## config.mk

```make
export PLATFORM = sky130hd
export DESIGN_NAME = led_shift_ctrl_flat
export DESIGN_NICKNAME = d
export VERILOG_FILES = /design/src/rtl/led_shift_ctrl_if.sv /design/src/rtl/led_shift_ctrl.sv /design/src/flat_wrapper.sv
export SDC_FILE = /design/constraint.sdc
export NUM_CORES = 1
export LEC_CHECK = 0
export ABC_AREA = 0
export BUFFER_PORTS_ARGS = -buffer_cell sky130_fd_sc_hd__buf_2
export CORE_MARGIN = 2
export CORE_UTILIZATION = 30
export DETAILED_ROUTE_END_ITERATION = 8
export PLACE_DENSITY = 0.52
export SYNTH_ARGS = -nofsm -noshare
export SYNTH_HDL_FRONTEND = slang
export SYNTH_SLANG_ARGS = --single-unit
```

## constraint.sdc

```tcl
create_clock -name clock -period 5.4 [get_ports clock]
set_input_delay 0.27 -clock clock [delete_from_list [all_inputs] [get_ports clock]]
set_output_delay 0.27 -clock clock [all_outputs]
set_load 0.02 [all_outputs]
```

## src/rtl/led_shift_ctrl_if.sv

```systemverilog
// rtl/led_shift_ctrl_if.sv - switch/button inputs and LED shift-register strobes of led_shift_ctrl
interface led_shift_ctrl_if;
   logic [3:0] i_sw;
   logic       i_btn_step;
   logic       o_valid;
   logic       o_sr_reset;
   logic [1:0] o_state;

   modport master (
      input  i_sw,
      input  i_btn_step,
      output o_valid,
      output o_sr_reset,
      output o_state
   );

   modport slave (
      output i_sw,
      output i_btn_step,
      input  o_valid,
      input  o_sr_reset,
      input  o_state
   );
endinterface

```

## src/rtl/led_shift_ctrl.sv

```systemverilog
// rtl/led_shift_ctrl.sv - paces an external LED shift register: run/pause/step/clear from switches and a debounced button
module led_shift_ctrl #(
   parameter int NB_CNT    = 32,
   parameter int LIMIT_0   = 2**20,
   parameter int LIMIT_1   = 2**21,
   parameter int LIMIT_2   = 2**22,
   parameter int LIMIT_3   = 2**23,
   parameter int DEB_LIMIT = 50000
) (
   input  logic              clock,
   input  logic              i_reset,
   led_shift_ctrl_if.master  bus
);

   typedef enum logic [1:0] {
      ST_INIT  = 2'b00,
      ST_PAUSE = 2'b01,
      ST_RUN   = 2'b10
   } state_t;

   localparam int DEB_W = $clog2(DEB_LIMIT);
   localparam logic [DEB_W-1:0]  DEB_LAST = DEB_W'(DEB_LIMIT - 1);
   localparam logic [NB_CNT-1:0] LAST_0   = NB_CNT'(LIMIT_0 - 1);
   localparam logic [NB_CNT-1:0] LAST_1   = NB_CNT'(LIMIT_1 - 1);
   localparam logic [NB_CNT-1:0] LAST_2   = NB_CNT'(LIMIT_2 - 1);
   localparam logic [NB_CNT-1:0] LAST_3   = NB_CNT'(LIMIT_3 - 1);

   logic [3:0]        sw_meta, sw_sync;
   logic              btn_meta, btn_sync;
   logic [DEB_W-1:0]  deb_cnt;
   logic              btn_stable, btn_stable_q;
   logic              step_req;
   logic [NB_CNT-1:0] rate_cnt;
   logic [NB_CNT-1:0] rate_last;
   logic              terminal;
   state_t            state, state_next;
   logic              valid_int, sr_reset_int;

   always_ff @(posedge clock) begin
      if (i_reset) begin
         sw_meta  <= '0;
         sw_sync  <= '0;
         btn_meta <= 1'b0;
         btn_sync <= 1'b0;
      end else begin
         sw_meta  <= bus.i_sw;
         sw_sync  <= sw_meta;
         btn_meta <= bus.i_btn_step;
         btn_sync <= btn_meta;
      end
   end

   // The stable value only follows the synced button after DEB_LIMIT consecutive differing cycles.
   always_ff @(posedge clock) begin
      if (i_reset) begin
         deb_cnt      <= '0;
         btn_stable   <= 1'b0;
         btn_stable_q <= 1'b0;
      end else begin
         btn_stable_q <= btn_stable;
         if (btn_sync == btn_stable) begin
            deb_cnt <= '0;
         end else if (deb_cnt == DEB_LAST) begin
            btn_stable <= btn_sync;
            deb_cnt    <= '0;
         end else begin
            deb_cnt <= deb_cnt + 1'b1;
         end
      end
   end

   assign step_req = btn_stable & ~btn_stable_q;

   always_comb begin
      rate_last = LAST_0;
      case (sw_sync[2:1])
         2'd0:    rate_last = LAST_0;
         2'd1:    rate_last = LAST_1;
         2'd2:    rate_last = LAST_2;
         default: rate_last = LAST_3;
      endcase
   end

   // >= rather than == so a drop to a faster speed fires at once instead of wrapping.
   assign terminal = (rate_cnt >= rate_last);

   always_ff @(posedge clock) begin
      if (i_reset) begin
         state <= ST_INIT;
      end else begin
         state <= state_next;
      end
   end

   always_comb begin
      state_next = ST_INIT;
      case (state)
         ST_INIT:  state_next = ST_PAUSE;
         ST_PAUSE: state_next = sw_sync[3] ? ST_INIT :
                                sw_sync[0] ? ST_RUN  : ST_PAUSE;
         ST_RUN:   state_next = sw_sync[3] ? ST_INIT :
                                sw_sync[0] ? ST_RUN  : ST_PAUSE;
         default:  state_next = ST_INIT;
      endcase
   end

   always_ff @(posedge clock) begin
      if (i_reset) begin
         rate_cnt <= '0;
      end else if (state == ST_RUN && state_next == ST_RUN) begin
         rate_cnt <= terminal ? '0 : rate_cnt + 1'b1;
      end else begin
         rate_cnt <= '0;
      end
   end

   always_comb begin
      valid_int    = 1'b0;
      sr_reset_int = 1'b0;
      case (state)
         ST_INIT:  sr_reset_int = 1'b1;
         ST_PAUSE: valid_int    = step_req;
         ST_RUN:   valid_int    = terminal;
         default:  ;
      endcase
   end

   // Reset masks the strobes in the very cycle it is raised, so a period in flight never fires.
   assign bus.o_valid    = valid_int & ~i_reset;
   assign bus.o_sr_reset = sr_reset_int & ~i_reset;
   assign bus.o_state    = i_reset ? ST_INIT : state;

endmodule
```

## src/flat_wrapper.sv

```systemverilog
// flat-port wrapper written by rule: the top's interface ports become plain ports
module led_shift_ctrl_flat 
#(
   parameter int NB_CNT    = 32,
   parameter int LIMIT_0   = 2**20,
   parameter int LIMIT_1   = 2**21,
   parameter int LIMIT_2   = 2**22,
   parameter int LIMIT_3   = 2**23,
   parameter int DEB_LIMIT = 50000
)
  (clock, i_reset, bus_i_sw, bus_i_btn_step, bus_o_valid, bus_o_sr_reset, bus_o_state);
  led_shift_ctrl_if bus_i ();
  input  logic clock;
  input  logic i_reset;
  input wire logic [$bits(bus_i.i_sw)-1:0] bus_i_sw;
  input wire logic [$bits(bus_i.i_btn_step)-1:0] bus_i_btn_step;
  output wire logic [$bits(bus_i.o_valid)-1:0] bus_o_valid;
  output wire logic [$bits(bus_i.o_sr_reset)-1:0] bus_o_sr_reset;
  output wire logic [$bits(bus_i.o_state)-1:0] bus_o_state;
  assign bus_i.i_sw = bus_i_sw;
  assign bus_i.i_btn_step = bus_i_btn_step;
  assign bus_o_valid = bus_i.o_valid;
  assign bus_o_sr_reset = bus_i.o_sr_reset;
  assign bus_o_state = bus_i.o_state;
  led_shift_ctrl #(.NB_CNT(NB_CNT), .LIMIT_0(LIMIT_0), .LIMIT_1(LIMIT_1), .LIMIT_2(LIMIT_2), .LIMIT_3(LIMIT_3), .DEB_LIMIT(DEB_LIMIT)) u_core (.clock(clock), .i_reset(i_reset), .bus(bus_i));
endmodule
```

==> flow_metrics.tcl <==
set metrics [dict create \
    status "finished, final reports clean" \
    syn_inst 268 \
    relSlewSlack_pct 35.8 \
    start_kind "flop" \
    yosys_warnings 0 \
    hold_slack_ns 0.137 \
    insertedDiodeCount 0 \
    cp_slowest_stage_delay_ns 0.64 \
    p_leak_nw 0.986 \
    regArea_um2 1240 \
    port_buffers 10 \
    initialDrtViolationCount 50 \
    layout_commonest_cell "dfxtp_1" \
    path_clk_slew_ns 0.07 \
    period_needed_ns 2.98 \
    path_max_fanout 10 \
    cp.arrival_ns 2.71 \
    drc 0 \
    vias 1816 \
    clock-sinks 62 \
    maxCapViolCount 0 \
    wl_mm 4.22 \
    ys_ff_latch 62 \
    syn_to_final_growth_pct 14.5 \
    gp_congestion 0.725 \
    grt_max_degree 25 \
    grt_antenna_before_repair 0 \
    fillers 850 \
    start_util_pct 30.9 \
    highest-signal-layer "met4" \
    gr-total-overflow 0 \
    dr.pass1.iters 6 \
    critPathCaptureType "output port" \
    grt_pass1_vias 1691 \
    hpwl_mm 2.83 \
    cts_tree "done" \
    dp.cells 380 \
    rows 33 \
    wl_met2_mm 1.82 \
    ios 11 \
    crit_buf_inv 1 \
    ys_seq_area_share_pct 48.8 \
    cts_htree_levels 3 \
    dieArea_um2 9230 \
    rsz0062_at_grt "false" \
    slew_viol_final 0 \
    fmax_mhz 336 \
    fin_crit_sh_pct 55.2 \
    tightest_slew_ns 0.961 \
    timing_worst_setup_path_type "reg -> out" \
    skew_ns 0.0127 \
    synth_cell_types 38 \
    power.density_nw_per_um2 312 \
    critPathTopFamily "simple AND/OR/NAND/NOR gates" \
    tns_ns 0 \
    layout.nets 302 \
    postCtsSetupBuffers 0 \
    cpMaxStageDelayCell "or4_4" \
    track_usage_pct 10.8 \
    clk_latency_ns 0.34 \
    synth_top_area_share_pct 48.8 \
    met3_length_um 115 \
    ctsResizeCount 0 \
    die_x_um 96.1 \
    synth.avg_cell_area_um2 9.49 \
    synth_area_um2 2540 \
    most-common-layout-cells "dfxtp_1, nor2_1, nand3_1" \
    path_cells "ha_1 > nand3_1 > or4_4 > o311a_1 > a2111oi_2 > buf_2" \
    ctsHoldBuffers 0 \
    ctsRootBufferMaster "clkbuf_8" \
    cp.required_ns 5.13 \
    fp.dieH_um 96.1 \
    hp-class "in -> reg" \
    hold_violations 0 \
    avgRoutedWirePerCell_um 10.6 \
    ys_top_cells_by_area "dfxtp_1, nor2_1, xnor2_1, xor2_1, ha_1" \
    multi_input_area_um2 1240 \
    coreArea_um2 8220 \
    wl_met1_mm 2.16 \
    final_cells 396 \
    setup_violations 0 \
    viasPerCell 4.59 \
    drive_gt1_share_pct 12.0 \
    rrSetupSlack_ns 2.81 \
    vdd_drop_max_uv 193 \
    cts_made_buffers 9 \
    ant_nets 0 \
    grt_pass1_wl_mm 7.55 \
    clock_path_buffers 2 \
    synth_area_leader_cell "dfxtp_1" \
    total_power_w 0.000907 \
    finish.utilization_pct 35.4 \
]
-- sequential cells by signal, indices dropped and copies added (netlist names) --
register / cells
u_core.sw_sync: 4
u_core.btn_stable_q: 1
u_core.rate_cnt: 32
u_core.state: 2
u_core.btn_meta: 1
u_core.sw_meta: 4
u_core.btn_stable: 1
u_core.deb_cnt: 16
u_core.btn_sync: 1
-- final cells by class --
class                   instances  area share [%]
multi-input cells             193            42.7
flip-flops and latches         62            42.6
clock buffers                  10            4.73
well taps                     105            4.51
clock inverters                 6            2.45
repair buffers                 10            1.72
inverters                      10            1.29
-- cell usage after synthesis --
library cell  number
ha_1               9
o311a_1            1
xnor2_1           14
and3_1             3
conb_1             1
a2111oi_2          1
nor4b_1            1
mux2i_1            1
dfxtp_1           62
buf_2              2
and4_1             5
a211oi_1           1
nor2_1            37
or4_1              2
nand3_1           15
a21oi_1           10
inv_1             10
nor3_1             5
nand2_1           10
nand4_4            1
nor2b_1           12
or4_4              1
nand4_1            9
or3_2              4
buf_6              1
and4b_1            2
nor4bb_1           1
and3_2             1
nor4_1             7
clkbuf_1           7
xor2_1            13
o31ai_1            1
and2_1             1
o21ai_0            9
nand4b_1           1
or3_1              5
nand3b_1           1
o311ai_4           1
-- logic make-up after synthesis --
kind of cell / Yosys count / synth area share, %
simple gates: 124 / 27.2
flops: 62 / 48.8
xor+xnor: 27 / 9.30
compound gates: 24 / 6.35
buf+inv: 20 / 3.35
fa+ha+maj: 9 / 4.43
other cells: 1 / 0.147
mux: 1 / 0.394
-- worst paths after layout --
check	startpoint	endpoint	cells past startpoint
max reg2reg	u_core.rate_cnt[0]$_SDFF_PP0_	u_core.rate_cnt[5]$_SDFF_PP0_	5
max	u_core.rate_cnt[0]$_SDFF_PP0_	bus_o_valid	6
min	bus_i_btn_step	u_core.btn_meta$_SDFF_PP0_	2
min reg2reg	u_core.sw_meta[3]$_SDFF_PP0_	u_core.sw_sync[3]$_SDFF_PP0_	1
-- routing by layer --
layer,GRT usage (%),up-vias
met2,16.4,14
met1,13.5,831
met3,3.29,11
met5,0,-
met4,6.07,0
li1,-,960
-- metrics by stage --
stage          setup WS (ns)  area [um^2]
2_1_floorplan           2.78         2570
3_3_place_gp            2.82         2700
3_5_place_dp            2.74         2700
4_1_cts                 2.37         2910
5_1_grt                 2.24         2910
6_report                2.42         2910
-- power by group --
part / internal [W] / switching, W
clock network: 0.000228 / 0.000191
logic: 0.00000864 / 0.0000120
registers: 0.000465 / 0.00000304
(Power assumes the default switching activity.)
